<file path="src/rtl/pipelined_ripple_adder.sv">
// pipelined_ripple_adder: WIDTH-bit add/sub rippled through STAGES register slices with valid/ready handshake
module pipelined_ripple_adder #(
  parameter int WIDTH = 16,
  parameter int STAGES = 4
) (
  input  logic             clk,
  input  logic             rst,
  input  logic             in_valid,
  output logic             in_ready,
  input  logic [WIDTH-1:0] a,
  input  logic [WIDTH-1:0] b,
  input  logic             cin,
  input  logic             sub,
  output logic             out_valid,
  input  logic             out_ready,
  output logic [WIDTH-1:0] sum,
  output logic             cout,
  output logic             ovf
);
  localparam int CHUNK = WIDTH / STAGES;
  localparam int MSB = WIDTH - 1;
  logic [STAGES-1:0] v_q, v_d, adv, c_q, c_d;
  logic [WIDTH-1:0] a_q [STAGES];
  logic [WIDTH-1:0] a_d [STAGES];
  logic [WIDTH-1:0] b_q [STAGES];
  logic [WIDTH-1:0] b_d [STAGES];
  logic [WIDTH-1:0] s_q [STAGES];
  logic [WIDTH-1:0] s_d [STAGES];
  logic ovf_q, ovf_d;
  logic [WIDTH-1:0] sa, sb, ss;
  logic sc;
  always_comb begin
    adv[STAGES-1] = !v_q[STAGES-1] || out_ready;
    for (int i = STAGES - 2; i >= 0; i--) adv[i] = !v_q[i] || adv[i+1];
    ovf_d = ovf_q;
    sa = '0;
    sb = '0;
    ss = '0;
    sc = 1'b0;
    for (int i = 0; i < STAGES; i++) begin
      sa = i == 0 ? a : a_q[i == 0 ? 0 : i - 1];
      sb = i == 0 ? (sub ? ~b : b) : b_q[i == 0 ? 0 : i - 1];
      ss = i == 0 ? '0 : s_q[i == 0 ? 0 : i - 1];
      sc = i == 0 ? (sub | cin) : c_q[i == 0 ? 0 : i - 1];
      for (int j = 0; j < CHUNK; j++) begin
        ss[i*CHUNK+j] = sa[i*CHUNK+j] ^ sb[i*CHUNK+j] ^ sc;
        sc = (sa[i*CHUNK+j] & sb[i*CHUNK+j]) | (sc & (sa[i*CHUNK+j] ^ sb[i*CHUNK+j]));
      end
      v_d[i] = adv[i] ? (i == 0 ? in_valid : v_q[i == 0 ? 0 : i - 1]) : v_q[i];
      a_d[i] = adv[i] ? sa : a_q[i];
      b_d[i] = adv[i] ? sb : b_q[i];
      s_d[i] = adv[i] ? ss : s_q[i];
      c_d[i] = adv[i] ? sc : c_q[i];
      if (i == STAGES - 1 && adv[i]) ovf_d = (sa[MSB] == sb[MSB]) && (ss[MSB] != sa[MSB]);
    end
  end
  always_ff @(posedge clk or posedge rst) begin
    if (rst) begin
      v_q <= '0;
      c_q <= '0;
      ovf_q <= 1'b0;
      for (int i = 0; i < STAGES; i++) begin
        a_q[i] <= '0;
        b_q[i] <= '0;
        s_q[i] <= '0;
      end
    end else begin
      v_q <= v_d;
      c_q <= c_d;
      ovf_q <= ovf_d;
      for (int i = 0; i < STAGES; i++) begin
        a_q[i] <= a_d[i];
        b_q[i] <= b_d[i];
        s_q[i] <= s_d[i];
      end
    end
  end
  assign in_ready = adv[0];
  assign out_valid = v_q[STAGES-1];
  assign sum = s_q[STAGES-1];
  assign cout = c_q[STAGES-1];
  assign ovf = ovf_q;
endmodule
</file>
<file path="config.mk">
export PLATFORM = sky130hd
export DESIGN_NAME = pipelined_ripple_adder
export DESIGN_NICKNAME = d
export VERILOG_FILES = /design/src/rtl/pipelined_ripple_adder.sv
export SDC_FILE = /design/constraint.sdc
export NUM_CORES = 1
export LEC_CHECK = 0
export ABC_AREA = 1
export CAP_MARGIN = 40
export CORE_MARGIN = 4
export CORE_UTILIZATION = 45
export DETAILED_ROUTE_END_ITERATION = 16
export GPL_TIMING_DRIVEN = 0
export PLACE_DENSITY = 0.7
export SLEW_MARGIN = 20
export SYNTH_ARGS = -nofsm -noshare
export SYNTH_HDL_FRONTEND = slang
export SYNTH_SLANG_ARGS = --single-unit
</file>
<file path="constraint.sdc">
create_clock -name clk -period 3.4 [get_ports clk]
set_input_delay 0.51 -clock clk [delete_from_list [all_inputs] [get_ports clk]]
set_output_delay 0.51 -clock clk [all_outputs]
set_load 0.03 [all_outputs]
</file>
Yosys cells after proc, flatten, opt, wreduce, memory -nomap -nowiden
Cells that the tools add are included.
{ "totals": {"inputBits": 38, "out_inout_bits": 20, "elab_cells": 113, "register_bits": 145} }
{ "classes": {"bitwise": 82, "mux": 1, "reduce_logical": 9, "eq_ne": 2} }
{ "op_table": {"columns": ["operator", "count"], "rows": [
  ["$and 1x1->1", 32],
  ["$xor 1x1->1", 32],
  ["$or 1x1->1", 17],
  ["$mux 16", 1],
  ["$not 16->16", 1],
  ["$logic_not 1->1", 4],
  ["$logic_or 1x1->1", 4],
  ["$eq 1x1->1", 1],
  ["$logic_and 1x1->1", 1],
  ["$ne 1x1->1", 1]
]} }

Longest topological paths before layout
Gate-level depths: netlist of the first run.
{ "logic_depth": {"ltp_word": 11, "mapped_depth": 10, "ltp_nobuf": 9} }

Least setup slack after synthesis of the first run
Ideal clock, no wire load.
{ "synth_timing": {"kind": "input to register", "from": "in sub", "to": "reg s_q[51] in the netlist's numbering", "setup_time_ps": 117, "path_stages": 10, "n_path_buf": 2, "t_required_ps": 3283, "arrival_time_ps": 2714, "slack_ps": 569, "cell_sequence": "buf_2 -> buf_4 -> xnor2_1 -> fa_1 -> fa_1 -> fa_1 -> inv_1 -> fa_1 -> nand2_1 -> nand2_1"} }
{ "synth_via": {"elab_chain_cells": 9, "word_cells_on_any_way": 16, "classes_between": "mux (1); bitwise (15)"} }
{ "synth_lines": {"columns": ["item", "line_no", "source"], "rows": [
  ["start: declaration", "13", "input logic sub,"],
  ["$mux 16", "42", "sb = i == 0 ? (sub ? ~b : b) : b_q[i == 0 ? 0 : i - 1];"],
  ["$xor 1x1->1", "47", "sc = (sa[i*CHUNK+j] & sb[i*CHUNK+j]) | (sc & (sa[i*CHUNK+j] ^ sb[i*CHUNK+j]));"],
  ["$and 1x1->1", "47", null],
  ["$or 1x1->1", "47", null],
  ["$and 1x1->1", "47", null],
  ["$or 1x1->1", "47", null],
  ["$and 1x1->1", "47", null],
  ["$or 1x1->1", "47", null],
  ["$xor 1x1->1 *", "46", "ss[i*CHUNK+j] = sa[i*CHUNK+j] ^ sb[i*CHUNK+j] ^ sc;"],
  ["end signal: indexed assignment", "74", "s_q[i] <= s_d[i];"],
  ["end: declaration", "27", "logic [WIDTH-1:0] s_q [STAGES];"]
]} }
Every way passes the cells marked *; elsewhere a longest branch is shown, timed or not.
A chain may end at the register's enable or synchronous reset.

Worst setup path in the final report of the first run
{ "layout_timing": {"from": "in out_ready", "to": "out in_ready"} }
{ "layout_via": {"elab_chain_cells": 4} }
{ "layout_lines": {"columns": ["item", "line_no", "source"], "rows": [
  ["start: declaration", "15", "input logic out_ready,"],
  ["$logic_or 1x1->1", "33", "adv[STAGES-1] = !v_q[STAGES-1] || out_ready;"],
  ["$logic_or 1x1->1 (3 in a row)", "34", "for (int i = STAGES - 2; i >= 0; i--) adv[i] = !v_q[i] || adv[i+1];"],
  ["end: declaration", "9", "output logic in_ready,"]
]} }
No other way between the ends.

==> metrics.md, run 1 <==
| Metric | Value |
|---|---|
| Netlist cell types | `20` |
| Sequential fraction of the synthesis area | `55.18%` |
| Min-Delay Path Class | `reg -> reg` |
| Worst vdd ir | `0.2649 mV` |
| Register area | `2427 sq um` |
| Final Max Slew Viols | `0` |
| Fin crit share | `about 81%` |
| Gpl congestion | `0.7842` |
| Post-synth EDFFs | `0` |
| Total global-route track usage | `around 15%` |
| Slew margin rel. | `59.90%` |
| Vias in the first global route | `2977` |
| Share of layout cells above drive strength 1 | `9.369%` |
| Die X-Extent | `106.9 um` |
| Core area | `9371 sq um` |
| WL met2 | `3.613 mm` |
| Sw frac | `32.64%` |
| Skew-Pair Late Insertion Delay | `0.35 ns` |
| Die ar. | `between 10000 and 15000 sq um` |
| Remaining Overflow, GRT | `0` |
| Syn Inst Count | `between 400 and 500` |
| Ant. Diodes | `0` |
| Ys async rst share | `100.0%` |
| CTS root buffer | `clkbuf_8` |
| Pre-CTS setup slack | `0.4125 ns` |
| Area grow syn2layout | `22.13%` |
| Final worst path period need | `roughly 2.8 ns` |
| DRT Pass-1 Iters | `4` |
| Largest area contributor in the netlist | `dfrtp_1` |
| Syn_area_per_cell | `9.127 sq um` |
| CTS H-Tree Depth | `3` |
| Main synth FF type | `dfrtp_1` |
| Post-route insts no fill | `684` |
| Top cells by area, synth | `dfrtp_1 (55%), nand2_1 (19%), fa_1 (7.3%)` |
| Initial antenna violation count | `0` |
| WL met3 | `roughly 410 um` |
| Wirelength per Cell | `11.54 um` |
| Count leader, synth | `nand2_1` |
| Fin. Hold Viols | `0` |
| Final Net Count | `605` |
| Num ports | `58` |
| Post-CTS setup buffers | `0` |
| Synthesized Nets | `537` |
| RSZ-0062 raised after global routing | `no` |
| Setup violators final | `0` |
| First-pass GRT wire length | `between 10 and 15 mm` |
| WL met1 | `3.712 mm` |
| Top-area cell type share of the netlist area | `55.18%` |
| Setup tns final | `0 ns` |
| Initial DRC count | `114` |
| Comb pwr share | `31.5%` |
| Final Worst Setup Slack | `about 0.63 ns` |
| Post-DP HPWL | `6.012 mm` |
| Switching power | `1.175 mW` |
| CP Class | `in -> out` |
| Final core utilization | `between 50% and 60%` |
| Clk slew on worst S/H paths | `0.09 ns` |
| Number of synthesized register bits | `97` |
| Critical path capture point type | `output pin` |
| Sinks on Clock Net | `between 90 and 100` |
| Vias/cell | `4.399` |
| Largest net degree at the start of global routing | `51` |
| CTS Buf Count | `9` |
| Status | `finished, final reports clean` |
| Final wirelength | `7.896 mm` |
| Number of remaining DRC errors | `0` |
| Starting Density | `between 40 and 50%` |
| Worst Tran Pin Value | `0.6015 ns` |
| Fill count | `between 800 and 900` |
| Pwr dens | `between 600 and 700 nW/um^2` |
| P_int | `2.426 mW` |
| Antenna Nets Post-Route | `0` |
| Warnings, synthesis | `0` |
| Die Ht | `106.9 um` |
| Area of the multi-input gates | `1595 sq um` |
| CTS max path bufs | `2` |
| Worst EP required | `2.89 ns` |
| Share of power burned in registers | `45.9%` |
| Worst Path Max Fanout | `10` |
| Fmax | `0.3609 GHz` |
| Total power | `3.602 mW` |
| Clock group share of total power | `roughly 23%` |
| FP Rows | `35` |
| Worst Skew | `0.008625 ns` |
| CTS tree | `yes` |
| # placed instances | `668` |
| Buffers on Ports | `56` |
| DR vias | `about 3.0k` |
| Crit path DAT | `2.26 ns` |
| Max Cap Viol | `0` |
| Post-Syn Area | `4399 sq um` |
| Post-CTS Resized | `0` |
| Synth top cells by count | `nand2_1 (226), dfrtp_1 (97), inv_1 (35)` |
| CP Launch Type | `input port` |
| Hold_buf cts | `0` |
| P_leak | `2.768 nW` |
| Top sig layer | `met4` |
-- worst max-delay path, stage by stage --
cell	delay (ns)
clkdlybuf4s50_1	0.44
nor2_2	0.22
nand4_1	0.22
buf_2	0.25
clkdlybuf4s50_1	0.61
-- per-stage QoR --
| stage | hold slack, ns | area [sq um] |
|---|---|---|
| after floorplan | 0.4422 | 4399 |
| after global placement | 0.4552 | 5121 |
| after detailed placement | 0.4575 | 5151 |
| after CTS | 0.4773 | 5373 |
| after global routing | 0.5019 | 5373 |
| final | 0.4790 | 5373 |
-- state kept, by name, summed over array words and instances (netlist names) --
| register | count |
|---|---|
| sa | 4 |
| sum | 16 |
| c_q | 4 |
| b_q | 20 |
| s_q | 24 |
| sb | 4 |
| a_q | 20 |
| v_q | 4 |
| ovf | 1 |
-- power by group through the flow --
stage / registers [mW] / clock network, mW / logic, mW
6_report: 1.65 / 0.812 / 1.14
4_1_cts: 1.66 / 0.828 / 1.16
2_1_floorplan: 1.64 / 0 / 0.781
3_3_place_gp: 1.66 / 0 / 1.12
5_1_grt: 1.70 / 0.866 / 1.28
3_5_place_dp: 1.68 / 0 / 1.15
-- layout by cell type (no fill, tap or decap), types with 2 or more instances in the layout --
cell and instances:
nand2_1 226, dfrtp_1 97, clkdlybuf4s50_1 56, inv_1 34, nand3_1 29, buf_4 18, fa_1 16, o21ai_0 14
xor2_1 14, clkbuf_1 11, buf_2 10, clkbuf_8 10, xnor2_1 3, buf_6 2, or2_2 2, bufinv_16 2
-- area by class of cell --
cell class	instances	share of cell area [%]
Buffer	39	4.495
Timing Repair Buffer	57	10.95
Clock inverter	4	1.421
Clock buffer	12	2.701
Tap cell	129	3.004
Inverter	36	2.562
Multi-Input combinational cell	310	29.69
Sequential cell	97	45.18
-- logic make-up after synthesis --
family | count (synthesis) | synth area share (%)
simple gates | 262 | 23.72
flops | 97 | 55.18
buf+inv | 75 | 8.561
xor+xnor | 17 | 3.385
fa+ha+maj | 17 | 7.565
compound gates | 14 | 1.593
-- routing by layer --
metal | vias up | track usage [%]
li1 | 1574 | -
met1 | 1344 | 19.38
met2 | 77 | 25.18
met3 | 14 | 2.709
met4 | 0 | 5.753
met5 | - | 0
-- final timing paths --
kind	from	end	slack, ns	cells past startpoint
max	out_ready	in_ready	0.63	5
min	a_q[59]$_DFFE_PP0P_	a_q[43]$_DFFE_PP0P_	0.48	2
max reg2reg	sa[12]$_DFFE_PP0P_	ovf$_DFFE_PP0P_	1.10	9
min reg2reg	a_q[59]$_DFFE_PP0P_	a_q[43]$_DFFE_PP0P_	0.48	2
max in group asynchronous	rst	b_q[52]$_DFFE_PP0P_	2.18	3
min in group asynchronous	rst	c_q[3]$_DFFE_PP0P_	0.58	2
Note: power is estimated with default switching activity, not from simulation.
==> run 2, diff against run 1 <==
Settings changed: PLACE_DENSITY 0.7 to 0.73.
Clock period 3.4 ns to 2.5 ns, I/O delays scaled along.
==> metrics.md, run 2 (synthesis gave the netlist of run 1 again) <==
| Metric | Value |
|---|---|
| Status | `finished, final reports clean (unchanged)` |
| Fill count | `875 (was 879)` |
| Largest net degree at the start of global routing | `38 (was 51)` |
| Worst vdd ir | `0.3796 mV (was 0.2649 mV)` |
| DRT Pass-1 Iters | `4 (unchanged)` |
| Fmax | `0.4206 GHz` |
| Crit path DAT | `2.63 ns (was 2.26 ns)` |
| CTS Buf Count | `9 (unchanged)` |
| Share of power burned in registers | `46.5% (was 45.9%)` |
| Final Max Slew Viols | `0 (unchanged)` |
| Num ports | `58 (unchanged)` |
| Ant. Diodes | `0 (unchanged)` |
| Post-route design area | `5405 sq um (was 5373 sq um)` |
| Largest register FFs | `24 (unchanged)` |
| CP Launch Type | `input port (unchanged)` |
| Worst Skew | `0.007572 ns (was 0.008625 ns)` |
| Register area | `2427 sq um (unchanged)` |
| RSZ-0062 raised after global routing | `no (unchanged)` |
| Total global-route track usage | `15.00% (was 14.99%)` |
| # placed instances | `670 (was 668)` |
| Critical path capture point type | `flop (was output pin)` |
| Final wirelength | `7.969 mm (was 7.896 mm)` |
| Antenna Nets Post-Route | `0 (unchanged)` |
| Clk slew on worst S/H paths | `0.09 ns (about the same)` |
| Switching power | `1.604 mW (was 1.175 mW)` |
| Comb pwr share | `32.2% (was 31.5%)` |
| WP buf/inv | `2 (was 3)` |
| CP max-delay cell | `clkdlybuf4s50_1 (unchanged)` |
| Die ar. | `11420 sq um (unchanged)` |
| Worst Tran Pin Value | `0.4643 ns (was 0.6015 ns)` |
| Worst EP required | `2.75 ns (was 2.89 ns)` |
| Top reg by flops | `s_q (unchanged)` |
| Gpl congestion | `0.7708 (was 0.7842)` |
| Placed instance area | `5200 sq um (was 5151 sq um)` |
| Clock group share of total power | `21.4% (was 22.5%)` |
| Hold WS | `0.2864 ns (was 0.4790 ns)` |
| Min-Delay Path Class | `in -> async (was reg -> reg)` |
| CTS root buffer | `clkbuf_8 (unchanged)` |
| Starting Density | `46.94% (unchanged)` |
| CP Class | `in -> reg (was in -> out)` |
| Setup tns final | `0 ns (unchanged)` |
| Vias/cell | `4.414 (was 4.399)` |
| Post-DP HPWL | `6.166 mm (was 6.012 mm)` |
| Final core utilization | `57.68% (was 57.33%)` |
| Commonest non-fill, non-tap cell in the layout | `nand2_1 (unchanged)` |
| Share of layout cells above drive strength 1 | `10.23% (was 9.369%)` |
| Area grow syn2layout | `22.87% (was 22.13%)` |
| CTS H-Tree Depth | `3 (unchanged)` |
| Core area | `9371 sq um (unchanged)` |
| P_leak | `2.775 nW (was 2.768 nW)` |
| Skew-Pair Late Insertion Delay | `0.36 ns (was 0.35 ns)` |
| Fin. Hold Viols | `0 (unchanged)` |
| P_int | `3.229 mW (was 2.426 mW)` |
| Post-route insts no fill | `686 (was 684)` |
| CTS max path bufs | `2 (unchanged)` |
| First-pass GRT wire length | `13.62 mm (was 13.68 mm)` |
| CP max stage delay | `0.41 ns (was 0.61 ns)` |
| Vias in the first global route | `2920 (was 2977)` |
| Total power | `4.833 mW (was 3.602 mW)` |
| Final Worst Setup Slack | `0.1227 ns (was 0.6293 ns)` |
| Hold_buf cts | `0 (unchanged)` |
| CTS tree | `yes (unchanged)` |
| Pre-CTS setup slack | `-0.2661 ns (was 0.4125 ns)` |
| Crit path cell chain | `clkdlybuf4s50_1 > xnor2_1 > fa_2 > fa_2 > fa_1 > inv_1 > fa_1 > nand2_1 > nand2_1 (was clkdlybuf4s50_1 > nor2_2 > nand4_1 > buf_2 > clkdlybuf4s50_1)` |
| CP delay by family, top | `adder cells (was buffers and inverters)` |
| Sinks on Clock Net | `97 (unchanged)` |
| Largest registers | `s_q (24), a_q (20), b_q (20) (unchanged)` |
| Post-CTS setup buffers | `0 (unchanged)` |
| Setup violators final | `0 (unchanged)` |
| Initial DRC count | `123 (was 114)` |
| DR vias | `3028 (was 3009)` |
| Worst Path Max Fanout | `1 (was 10)` |
| Slew margin rel. | `69.05% (was 59.90%)` |
| Fin crit share | `95.09%` |
| FP Rows | `35 (unchanged)` |
| Die X-Extent | `106.9 um (unchanged)` |
| Final worst path period need | `2.377 ns` |
| Number of remaining DRC errors | `0 (unchanged)` |
| Remaining Overflow, GRT | `0 (unchanged)` |
| Buffers on Ports | `56 (unchanged)` |
| Area of the multi-input gates | `1600 sq um (was 1595 sq um)` |
| Final Net Count | `607 (was 605)` |
| Sw frac | `33.18% (was 32.64%)` |
| Wirelength per Cell | `11.62 um (was 11.54 um)` |
| Initial antenna violation count | `0 (unchanged)` |
| Max Cap Viol | `0 (unchanged)` |
| Most frequent cells in the layout | `nand2_1 (226), dfrtp_1 (97), clkdlybuf4s50_1 (55), inv_1 (34), nand3_1 (29) (was nand2_1 (226), dfrtp_1 (97), clkdlybuf4s50_1 (56), inv_1 (34), nand3_1 (29))` |
| Die Ht | `106.9 um (unchanged)` |
| Pwr dens | `894.2 nW/um^2 (was 670.4 nW/um^2)` |
## run 2: area by class of cell
class	count	area share, %
Sequential cell	97	44.91
Timing Repair Buffer	59	11.46
Clock buffer	12	2.870
Clock inverter	4	0.9491
Inverter	36	2.569
Buffer	39	4.653
Multi-Input combinational cell	310	29.61
Tap cell	129	2.986
## run 2: path summary, 6_finish.rpt
kind / depth (start not counted) / startpoint / endpoint / slack [ns]
hold / removal: 2 / rst / c_q[3]$_DFFE_PP0P_ / 0.29
setup reg to reg: 9 / sa[12]$_DFFE_PP0P_ / ovf$_DFFE_PP0P_ / 0.19
min in group clk: 4 / sub / b_q[63]$_DFFE_PP0P_ / 0.39
hold reg to reg: 2 / sum[5]$_DFFE_PP0P_ / sum[5]$_DFFE_PP0P_ / 0.48
max in group asynchronous: 4 / rst / b_q[53]$_DFFE_PP0P_ / 1.60
setup / recovery: 9 / b[0] / s_q[51]$_DFFE_PP0P_ / 0.12
## run 2: routing by layer
metal | vias up | share of wire (%) | global-route usage, %
li1 | 1575 | - | -
met1 | 1362 | 47 | 20.24
met2 | 80 | 47 | 24.64
met3 | 11 | 5.0 | 2.047
met4 | 0 | 1.6 | 6.027
met5 | - | 0 | 0
## run 2: power groups by stage
stage               clock, mW  sequential [mW]  combinational [mW]
CTS                      1.06             2.25                1.58
floorplan                   0             2.23                1.07
global route             1.12             2.30                1.75
detailed placement          0             2.28                1.58
global placement            0             2.26                1.53
finish                   1.03             2.25                1.55
## run 2: what timing repair did
item	CTS	global route
resized for setup	1	0
hold endpoints to repair	0	0
endpoints found under the setup margin	1	0
## run 2: worst reg2reg max path, stage by stage (launching register included)
cell,delay (ns)
dfrtp_1,0.38
inv_1,0.10
fa_1,0.17
inv_1,0.05
fa_1,0.37
fa_1,0.37
inv_1,0.08
fa_1,0.43
xor2_1,0.15
o21ai_0,0.13
==> run 3, diff against run 2 <==
--- a/config.mk
+++ b/config.mk
@@ -13,3 +13,3 @@
 export GPL_TIMING_DRIVEN = 0
-export PLACE_DENSITY = 0.73
+export PLACE_DENSITY = 0.7
 export SLEW_MARGIN = 20
==> constraint.sdc (replaced) <==
create_clock -name clk -period 3 [get_ports clk]
set_input_delay 0.45 -clock clk [delete_from_list [all_inputs] [get_ports clk]]
set_output_delay 0.45 -clock clk [all_outputs]
set_load 0.1 [all_outputs]
==> metrics.md, run 3 (synthesis gave the netlist of run 1 again) <==
| Metric | Value |
|---|---|
| Register-to-Register Path Depth | `9 (unchanged)` |
| Worst Path Max Fanout | `10 (was 1)` |
| Final wirelength | `7.842 mm (was 7.969 mm)` |
| Pwr dens | `848.4 nW/um^2 (was 894.2 nW/um^2)` |
| CTS max path bufs | `2 (unchanged)` |
| CP Class | `in -> out (was in -> reg)` |
| CTS tree | `yes (unchanged)` |
| Clock group share of total power | `14.7% (was 21.4%)` |
| Wirelength per Cell | `11.17 um (was 11.62 um)` |
| Fin. Hold Viols | `0 (unchanged)` |
| Worst r2r src | `c_q[2]$_DFFE_PP0P_ (was sa[12]$_DFFE_PP0P_)` |
| Worst vdd ir | `0.5528 mV (was 0.3796 mV)` |
| Setup violators final | `0 (unchanged)` |
| Post-CTS Resized | `0 (was 1)` |
| Status | `finished, final reports clean (unchanged)` |
| Reg2Reg Setup Slack | `0.67 ns (was 0.19 ns)` |
| Most frequent cells in the layout | `nand2_1 (226), dfrtp_1 (97), clkdlybuf4s50_1 (56), inv_1 (34), nand3_1 (29) (was nand2_1 (226), dfrtp_1 (97), clkdlybuf4s50_1 (55), inv_1 (34), nand3_1 (29))` |
| P_leak | `2.886 nW (was 2.775 nW)` |
| Post-DP HPWL | `6.135 mm (was 6.166 mm)` |
| Reg2reg end | `ovf$_DFFE_PP0P_ (unchanged)` |
| Sw frac | `40.76% (was 33.18%)` |
| Final Max Slew Viols | `0 (unchanged)` |
| Core area | `9371 sq um (unchanged)` |
| Vias/cell | `4.345 (was 4.414)` |
| DR vias | `3050 (was 3028)` |
| Share of power burned in registers | `39.4% (was 46.5%)` |
| Die X-Extent | `106.9 um (unchanged)` |
| Pre-CTS setup slack | `0.07160 ns (was -0.2661 ns)` |
| CTS Buf Count | `9 (unchanged)` |
| Final Worst Setup Slack | `0.2722 ns (was 0.1227 ns)` |
| Worst Skew | `0.01149 ns (was 0.007572 ns)` |
| Switching power | `1.937 mW (was 1.604 mW)` |
| Comb pwr share | `45.9% (was 32.2%)` |
| Hold path start | `a_q[58]$_DFFE_PP0P_` |
| Num ports | `58 (unchanged)` |
| Gpl congestion | `0.7842 (was 0.7708)` |
| Ant. Diodes | `0 (unchanged)` |
| Worst EP required | `2.55 ns (was 2.75 ns)` |
| Number of remaining DRC errors | `0 (unchanged)` |
| RSZ-0062 raised after global routing | `no (unchanged)` |
| Fill count | `832 (was 875)` |
| Vias in the first global route | `3095 (was 2920)` |
| Hold_buf cts | `0 (unchanged)` |
| CTS root buffer | `clkbuf_8 (unchanged)` |
| Remaining Overflow, GRT | `0 (unchanged)` |
| Starting Density | `46.94% (unchanged)` |
| CTS H-Tree Depth | `3 (unchanged)` |
| Largest registers | `s_q (24), a_q (20), b_q (20) (unchanged)` |
| Critical path capture point type | `output pin (was flop)` |
| P_int | `2.816 mW (was 3.229 mW)` |
| Fmax | `0.3666 GHz` |
| Final worst path period need | `2.728 ns` |
| Die ar. | `11420 sq um (unchanged)` |
| Min-Delay Path Class | `reg -> reg (was in -> async)` |
| Worst Tran Pin Value | `0.5940 ns (was 0.4643 ns)` |
| Commonest non-fill, non-tap cell in the layout | `nand2_1 (unchanged)` |
| CP Launch Type | `input port (unchanged)` |
| Final core utilization | `59.77% (was 57.68%)` |
| FP Rows | `35 (unchanged)` |
| Largest register FFs | `24 (unchanged)` |
| Clk slew on worst S/H paths | `0.08 ns (was 0.09 ns)` |
| Antenna Nets Post-Route | `0 (unchanged)` |
| Post-CTS setup buffers | `0 (unchanged)` |
| Largest net degree at the start of global routing | `51 (was 38)` |
| Total global-route track usage | `15.38% (was 15.00%)` |
| Share of layout cells above drive strength 1 | `12.39% (was 10.23%)` |
| Worst hold path stage count | `2` |
| Top reg by flops | `s_q (unchanged)` |
| WHS Endpoint | `a_q[42]$_DFFE_PP0P_` |
| Initial DRC count | `86 (was 123)` |
| Sinks on Clock Net | `97 (unchanged)` |
| Crit path DAT | `2.28 ns (was 2.63 ns)` |
| Buffers on Ports | `56 (unchanged)` |
| Area grow syn2layout | `27.33% (was 22.87%)` |
| Initial antenna violation count | `0 (unchanged)` |
| Skew-Pair Late Insertion Delay | `0.36 ns (about the same)` |
| DRT Pass-1 Iters | `5 (was 4)` |
| First-pass GRT wire length | `13.96 mm (was 13.62 mm)` |
| Final Net Count | `625 (was 607)` |
| Die Ht | `106.9 um (unchanged)` |
| Max Cap Viol | `0 (unchanged)` |
| Fin crit share | `90.93%` |
| Slew margin rel. | `60.40% (was 69.05%)` |
run 3: cell types whose count changed in the layout (fill, tap and decap cells not counted), moves of 2 or more:
cell / before / now
buf_12: 3 / 0
buf_8: 1 / 20
clkbuf_8: 11 / 9
clkinv_2: 1 / 3
fa_1: 14 / 16
fa_2: 2 / 0
run 3: worst max-delay path by stage:
stage	start	end	slack, ns	cells past startpoint
after floorplan	rst	a_q[40]$_DFFE_PP0P_	0.02	1
after global placement	rst	s_q[49]$_DFFE_PP0P_	-1.24	2
after detailed placement	b[0]	s_q[51]$_DFFE_PP0P_	0.07	9
after CTS	out_ready	in_ready	0.27	6
after global routing	out_ready	in_ready	0.14	6
final	out_ready	in_ready	0.27	6
run 3: layout make-up:
type	instances	area [sq um]	area share (%)
sequential	97	2427	43.33
multi-input combinational	310	1595	28.48
timing repair buffer	77	888.4	15.86
buffer	39	241.5	4.311
tap	129	161.4	2.881
inverter	36	137.6	2.457
clock buffer	10	127.6	2.278
clock inverter	4	22.52	0.4021
run 3: power groups by stage:
stage          registers, mW  clock network (mW)  logic [mW]
3_5_place_dp            1.90                   0        2.21
4_1_cts                 1.88               0.715        2.21
6_report                1.87               0.697        2.18
2_1_floorplan           1.92                   0        1.39
3_3_place_gp            1.88                   0        1.83
5_1_grt                 1.92               0.760        2.37
run 3: per-layer routing:
metal | up-vias | share of wire (%) | global-route usage, %
met1 | 1348 | 48 | 20.60
met2 | 74 | 45 | 25.18
met3 | 12 | 5.0 | 3.432
li1 | 1616 | - | -
met5 | - | 0 | 0
met4 | 0 | 1.2 | 4.658
run 3: worst max-delay path, cell delays in order:
cell	delay (ns)
clkdlybuf4s50_1	0.45
nor2_2	0.23
nand4_1	0.23
buf_2	0.25
clkdlybuf4s50_1	0.48
buf_8	0.19
run 3: per-stage QoR:
step	instance area [sq um]	cells	hold WS (ns)	setup TNS, ns	power [mW]
global route	5602	702	0.5050	0	5.052
CTS	5602	702	0.4738	0	4.802
finish	5602	702	0.4721	0	4.753
global placement	5121	667	0.4552	-119.54	3.710
detailed placement	5451	688	0.4543	0	4.109
floorplan	4399	482	0.4422	0	3.307
